===== src/rtl/hazard_scoreboard.sv =====
// Load-use stall / branch flush detection and forwarding-select generation for a
// 5-stage in-order pipeline, tracking the destinations of the EX, MEM and WB slots.
module hazard_scoreboard #(
    parameter int CNT_W = 16
) (
    input  logic             clk,
    input  logic             rst,
    input  logic             id_valid,
    input  logic [4:0]       id_rs,
    input  logic [4:0]       id_rt,
    input  logic             id_uses_rs,
    input  logic             id_uses_rt,
    input  logic             id_wr_en,
    input  logic [4:0]       id_wr_reg,
    input  logic             id_is_load,
    input  logic             ex_branch_taken,
    output logic             stall,
    output logic             flush,
    output logic [1:0]       fwd_a_sel,
    output logic [1:0]       fwd_b_sel,
    output logic [CNT_W-1:0] stall_count,
    output logic [CNT_W-1:0] flush_count
);

    typedef struct packed {
        logic       valid;
        logic       wr_en;
        logic [4:0] wr_reg;
        logic       is_load;
    } slot_t;

    localparam logic [CNT_W-1:0] CNT_MAX = '1;

    slot_t            ex_q, mem_q, wb_q, ex_d;
    logic [1:0]       fwd_a_q, fwd_a_d, fwd_b_q, fwd_b_d;
    logic [CNT_W-1:0] stall_cnt_q, stall_cnt_d, flush_cnt_q, flush_cnt_d;
    logic             ld_use, advance;

    function automatic logic hit(slot_t s, logic [4:0] r, logic used);
        return used && (r != 5'd0) && s.valid && s.wr_en && (s.wr_reg == r);
    endfunction

    // Youngest producer wins; a load in EX cannot forward (that case stalls instead).
    function automatic logic [1:0] sel(slot_t ex, slot_t mem, slot_t wb,
                                       logic [4:0] r, logic used);
        if (hit(ex, r, used) && !ex.is_load) return 2'd1;
        else if (hit(mem, r, used))          return 2'd2;
        else if (hit(wb, r, used))           return 2'd3;
        else                                 return 2'd0;
    endfunction

    always_comb begin
        flush   = ex_branch_taken;
        ld_use  = id_valid && ex_q.is_load &&
                  (hit(ex_q, id_rs, id_uses_rs) || hit(ex_q, id_rt, id_uses_rt));
        stall   = ld_use && !flush;
        advance = id_valid && !stall && !flush;

        ex_d = '0;
        if (advance) begin
            ex_d.valid   = 1'b1;
            ex_d.wr_en   = id_wr_en;
            ex_d.wr_reg  = id_wr_reg;
            ex_d.is_load = id_is_load;
        end

        fwd_a_d = 2'd0;
        fwd_b_d = 2'd0;
        if (advance) begin
            fwd_a_d = sel(ex_q, mem_q, wb_q, id_rs, id_uses_rs);
            fwd_b_d = sel(ex_q, mem_q, wb_q, id_rt, id_uses_rt);
        end

        stall_cnt_d = stall_cnt_q;
        if (stall && (stall_cnt_q != CNT_MAX)) stall_cnt_d = stall_cnt_q + CNT_W'(1);
        flush_cnt_d = flush_cnt_q;
        if (flush && (flush_cnt_q != CNT_MAX)) flush_cnt_d = flush_cnt_q + CNT_W'(1);
    end

    always_ff @(posedge clk) begin
        if (rst) begin
            ex_q        <= '0;
            mem_q       <= '0;
            wb_q        <= '0;
            fwd_a_q     <= 2'd0;
            fwd_b_q     <= 2'd0;
            stall_cnt_q <= '0;
            flush_cnt_q <= '0;
        end else begin
            ex_q        <= ex_d;
            mem_q       <= ex_q;
            wb_q        <= mem_q;
            fwd_a_q     <= fwd_a_d;
            fwd_b_q     <= fwd_b_d;
            stall_cnt_q <= stall_cnt_d;
            flush_cnt_q <= flush_cnt_d;
        end
    end

    assign fwd_a_sel   = fwd_a_q;
    assign fwd_b_sel   = fwd_b_q;
    assign stall_count = stall_cnt_q;
    assign flush_count = flush_cnt_q;

endmodule

===== config.mk =====
export PLATFORM = sky130hd
export DESIGN_NAME = hazard_scoreboard
export DESIGN_NICKNAME = d
export VERILOG_FILES = /design/src/rtl/hazard_scoreboard.sv
export SDC_FILE = /design/constraint.sdc
export NUM_CORES = 1
export LEC_CHECK = 0
export BUFFER_PORTS_ARGS = -buffer_cell sky130_fd_sc_hd__buf_2
export CAP_MARGIN = 10
export CORE_AREA = 2 2 74 83
export CTS_CLUSTER_SIZE = 16
export DETAILED_ROUTE_END_ITERATION = 10
export DIE_AREA = 0 0 76 85
export PLACE_DENSITY = 0.72
export REMOVE_ABC_BUFFERS = 1
export SYNTH_ARGS = -nofsm -noshare
export SYNTH_HDL_FRONTEND = slang
export SYNTH_SLANG_ARGS = --single-unit

===== constraint.sdc =====
create_clock -name clk -period 2.6 [get_ports clk]
set_input_delay 0.13 -clock clk [delete_from_list [all_inputs] [get_ports clk]]
set_output_delay 0.13 -clock clk [all_outputs]
set_load 0.01 [all_outputs]

==> flow_summary_export.csv <==
group,metric,value,unit
floorplanning,die_height,85,µm
synth,post_synth_edffs,0,
finish,diodes,0,
global_routing,largest_net_degree_at_the_start_of_global_routing,47,
synth,async_reset_ff_share,0,%
timing,final.period_utilization,84.38,%
finish,multi_input_area,1444,µm²
finish,layout.area.seq,1161,µm²
floorplanning,die_area,6460,µm²
cts,ctsRootBufferMaster,"sky130_fd_sc_hd__clkbuf_8",
synth,seq_cells_post_synth,58,
power,switching_share,20.48,%
drt,routed_wire_length,5.429,mm
critical_path,crit_path_top_delay_cell,"sky130_fd_sc_hd__or4_1",
worst_hold_path,hold_path.startpoint,"id_wr_reg[1]",
place,placement.io_buffers,60,
cts,cts_resized,0,
floorplanning,core_region_area,5624,µm²
timing,slew_headroom,51.26,%
floorplanning,io_pins,61,
critical_path,crit_path_max_incr_delay,0.50,ns
place,post_dp_cell_area,3032,µm²
power,share_comb_of_total_power,5.5,%
power,sequentialPowerShare,45.6,%
critical_path,worst_setup_path_end_kind,"register",
synth,synth_cells,290,
timing,holdWs,0.02824,ns
place,placement.setup.worst_slack,0.3884,ns
power,power_report.internal_total,0.001582,W
floorplanning,number_of_placement_rows,29,
cts,cts_tree,"yes",
global_routing,grt_remaining_overflow,0,
cts,ctsLongestPathBuffers,2,
power,pwr-share-clk,48.9,%
critical_path,worst_setup_path_startpoint,"ex_q[3]",
finish,nFillCells,501,
timing,timing.fmax,0.4558,GHz
cts,clkTransAtPathRegs,0.07,ns
finish,final_layout_size_suffix_gt1_share,23.08,%
critical_path,worst_ep_required_time,2.86,ns
global_routing,grt_antenna_before_repair,0,
critical_path,timing.setup.critical_path_class,"register to register",
drt,detailroute.via_count,2274,
critical_path,cp-start-kind,"register",
drt,number_of_drc_violations_after_detailed_routing,0,
critical_path,worstReg2RegStart,"ex_q[3]",
timing,finalHoldViolCount,0,
place,hpwl,3.981,mm
timing,final_slew_violations,0,
global_routing,grt.total_usage,18.19,%
power,total_switching_power,0.0004075,W
global_routing,first_global_vias,2054,
cts,clock-sinks,58,
finish,non_filler_cell_area_final,3314,µm²
synth,yosys.cell_count.top_type,"sky130_fd_sc_hd__dfxtp_1",
floorplanning,initial_core_util,47.52,%
synth,post-synth-top-area-fraction,43.45,%
timing,finalCriticalPeriod,2.194,ns
drt,drt-vias-per-instance,5.156,
timing,post-route-worst-setup-slack,0.4062,ns
synth,netlist_top_cells_count,"58 x sky130_fd_sc_hd__dfxtp_1, 28 x sky130_fd_sc_hd__xnor2_1, 25 x sky130_fd_sc_hd__nor2_1",
power,design_power_total,0.001990,W
drt,ant_nets,0,
timing,worst-slew-pin-transition,0.7289,ns
critical_path,list_of_cells_traversed_by_the_critical_path,"xnor2_1 -> nand4_1 -> nor4_4 -> o211ai_2 -> or4_1 -> a21oi_1",
power,power-per-cell-area,600.3,nW/µm²
timing,setup_viol_count_final,0,
timing,unrepaired_setup_endpoints_after_global_routing,"false",
finish,syn_to_final_growth,24.02,%
job,cap_viol_max_count,0,
global_routing,grt_pass1_wl,9.390,mm
cts,htree_num_levels,3,
floorplanning,fp.dieW,76,µm
critical_path,timing.critical_path.arrival,2.46,ns
synth,syn-cell-area,2673,µm²
finish,final_net_count,384,
drt,drt_first_iter_violations,78,
drt,drt-wirelength-per-cell,12.31,µm
synth,synth_seq_area_share,43.45,%
timing,finalClockSkew,0.009427,ns
timing,setup_total_negative_slack,0,ns
synth,top_post_synthesis_cells_by_area,"sky130_fd_sc_hd__dfxtp_1 43%, sky130_fd_sc_hd__xnor2_1 9.2%, sky130_fd_sc_hd__xor2_1 5.9%",
cts,clkLatencyLatePin,0.33,ns
synth,syn_avg_cell_area,9.216,µm²
critical_path,timing.critical_path.fanout_max,20,
synth,yosysUniqueCellTypes,38,
cts,inserted_clock_buffers,9,
synth,most_used_flip_flop_cell_after_synthesis,"sky130_fd_sc_hd__dfxtp_1",
power,power.ir.vdd_worst,0.5036,mV
critical_path,cp_top_family,"simple AND/OR/NAND/NOR gates",
outcome,status,"completed",
worst_hold_path,hold_path.class,"input port to register",
place,final_wtd_congestion,0.8557,
critical_path,cp.buffers_inverters,0,
synth,synth_area_leader_cell,"sky130_fd_sc_hd__dfxtp_1",
power,leakage,1.311,nW
drt,detailedRoute.firstPassIterationCount,4,
synth,synthesis.yosys.warnings,0,
[sequential cells by signal, indices dropped and copies added (netlist names)]
register,cells
mem_q,7
fwd_a_sel,2
flush_count,16
stall_count,16
wb_q,7
ex_q,8
fwd_b_sel,2
[per-stage QoR]
step           instances  util, %
3_3_place_gp         420    53.90
2_1_floorplan        281        -
6_report             441    58.93
4_1_cts              441    58.93
5_1_grt              441    58.93
3_5_place_dp         420    53.90
[routing by layer]
metal	global-route usage, %	share of wire [%]	up-vias
met3	4.681	4.1	9
met1	22.66	44	1046
met5	0	0	-
met2	29.95	50	56
li1	-	-	1163
met4	8.099	1.7	0
[kinds of logic after synthesis]
| kind of cell | count (synthesis) | share of synthesized area (%) |
|---|---|---|
| flops | 58 | 43.45 |
| buf+inv | 13 | 2.528 |
| fa+ha+maj | 2 | 0.9362 |
| compound gates | 36 | 8.521 |
| xor+xnor | 46 | 15.08 |
| mux | 4 | 1.498 |
| simple gates | 131 | 28.00 |
[power by group through the flow]
stage | logic (W) | registers (W) | clock network [W]
after global routing | 0.000121 | 0.000909 | 0.00104
after floorplan | 0.0000503 | 0.000928 | 0
after detailed placement | 0.000105 | 0.000928 | 0
after global placement | 0.000103 | 0.000927 | 0
after CTS | 0.000111 | 0.000908 | 0.000995
final | 0.000109 | 0.000908 | 0.000972
[area by class of cell]
cell class	count	share of cell area [%]
clock buffer	10	3.850
clock inverter	6	3.171
inverter	4	0.4530
multi-input combinational	219	43.56
sequential	58	35.03
tap	77	2.907
timing repair buffer	67	11.02
[final timing paths]
check	to	slack (ns)	cells after the start
setup / recovery	stall_count[6]	0.41	6
hold reg to reg	mem_q[7]	0.46	1
setup reg to reg	stall_count[6]	0.41	6
hold / removal	ex_q[2]	0.03	2
[repair_timing]
item,in CTS,in global routing
hold endpoints to repair,5,0
setup buffers,0,0
hold buffers,5,0
[cell usage in the layout, fill, tap and decap left out, types with 4 or more instances in the layout]
cell                            synthesis  layout
sky130_fd_sc_hd__buf_2                  0      60
sky130_fd_sc_hd__dfxtp_1               58      58
sky130_fd_sc_hd__xnor2_1               28      28
sky130_fd_sc_hd__nor2_1                25      25
sky130_fd_sc_hd__nand4_1               18      18
sky130_fd_sc_hd__xor2_1                18      18
sky130_fd_sc_hd__nor2b_1               17      17
sky130_fd_sc_hd__nand2_1               13      13
sky130_fd_sc_hd__a21oi_1               13      13
sky130_fd_sc_hd__nand3_1               12      12
sky130_fd_sc_hd__and2_1                12      12
sky130_fd_sc_hd__clkbuf_8               0       9
sky130_fd_sc_hd__or3_1                  8       8
sky130_fd_sc_hd__or4_1                  7       7
sky130_fd_sc_hd__o21ai_1                6       6
sky130_fd_sc_hd__dlygate4sd3_1          0       5
sky130_fd_sc_hd__nor4_1                 4       4
sky130_fd_sc_hd__mux2i_1                4       4
sky130_fd_sc_hd__o31ai_1                4       4
sky130_fd_sc_hd__nand2b_1               4       4
sky130_fd_sc_hd__o21ai_0                4       4
(Power assumes the default switching activity.)
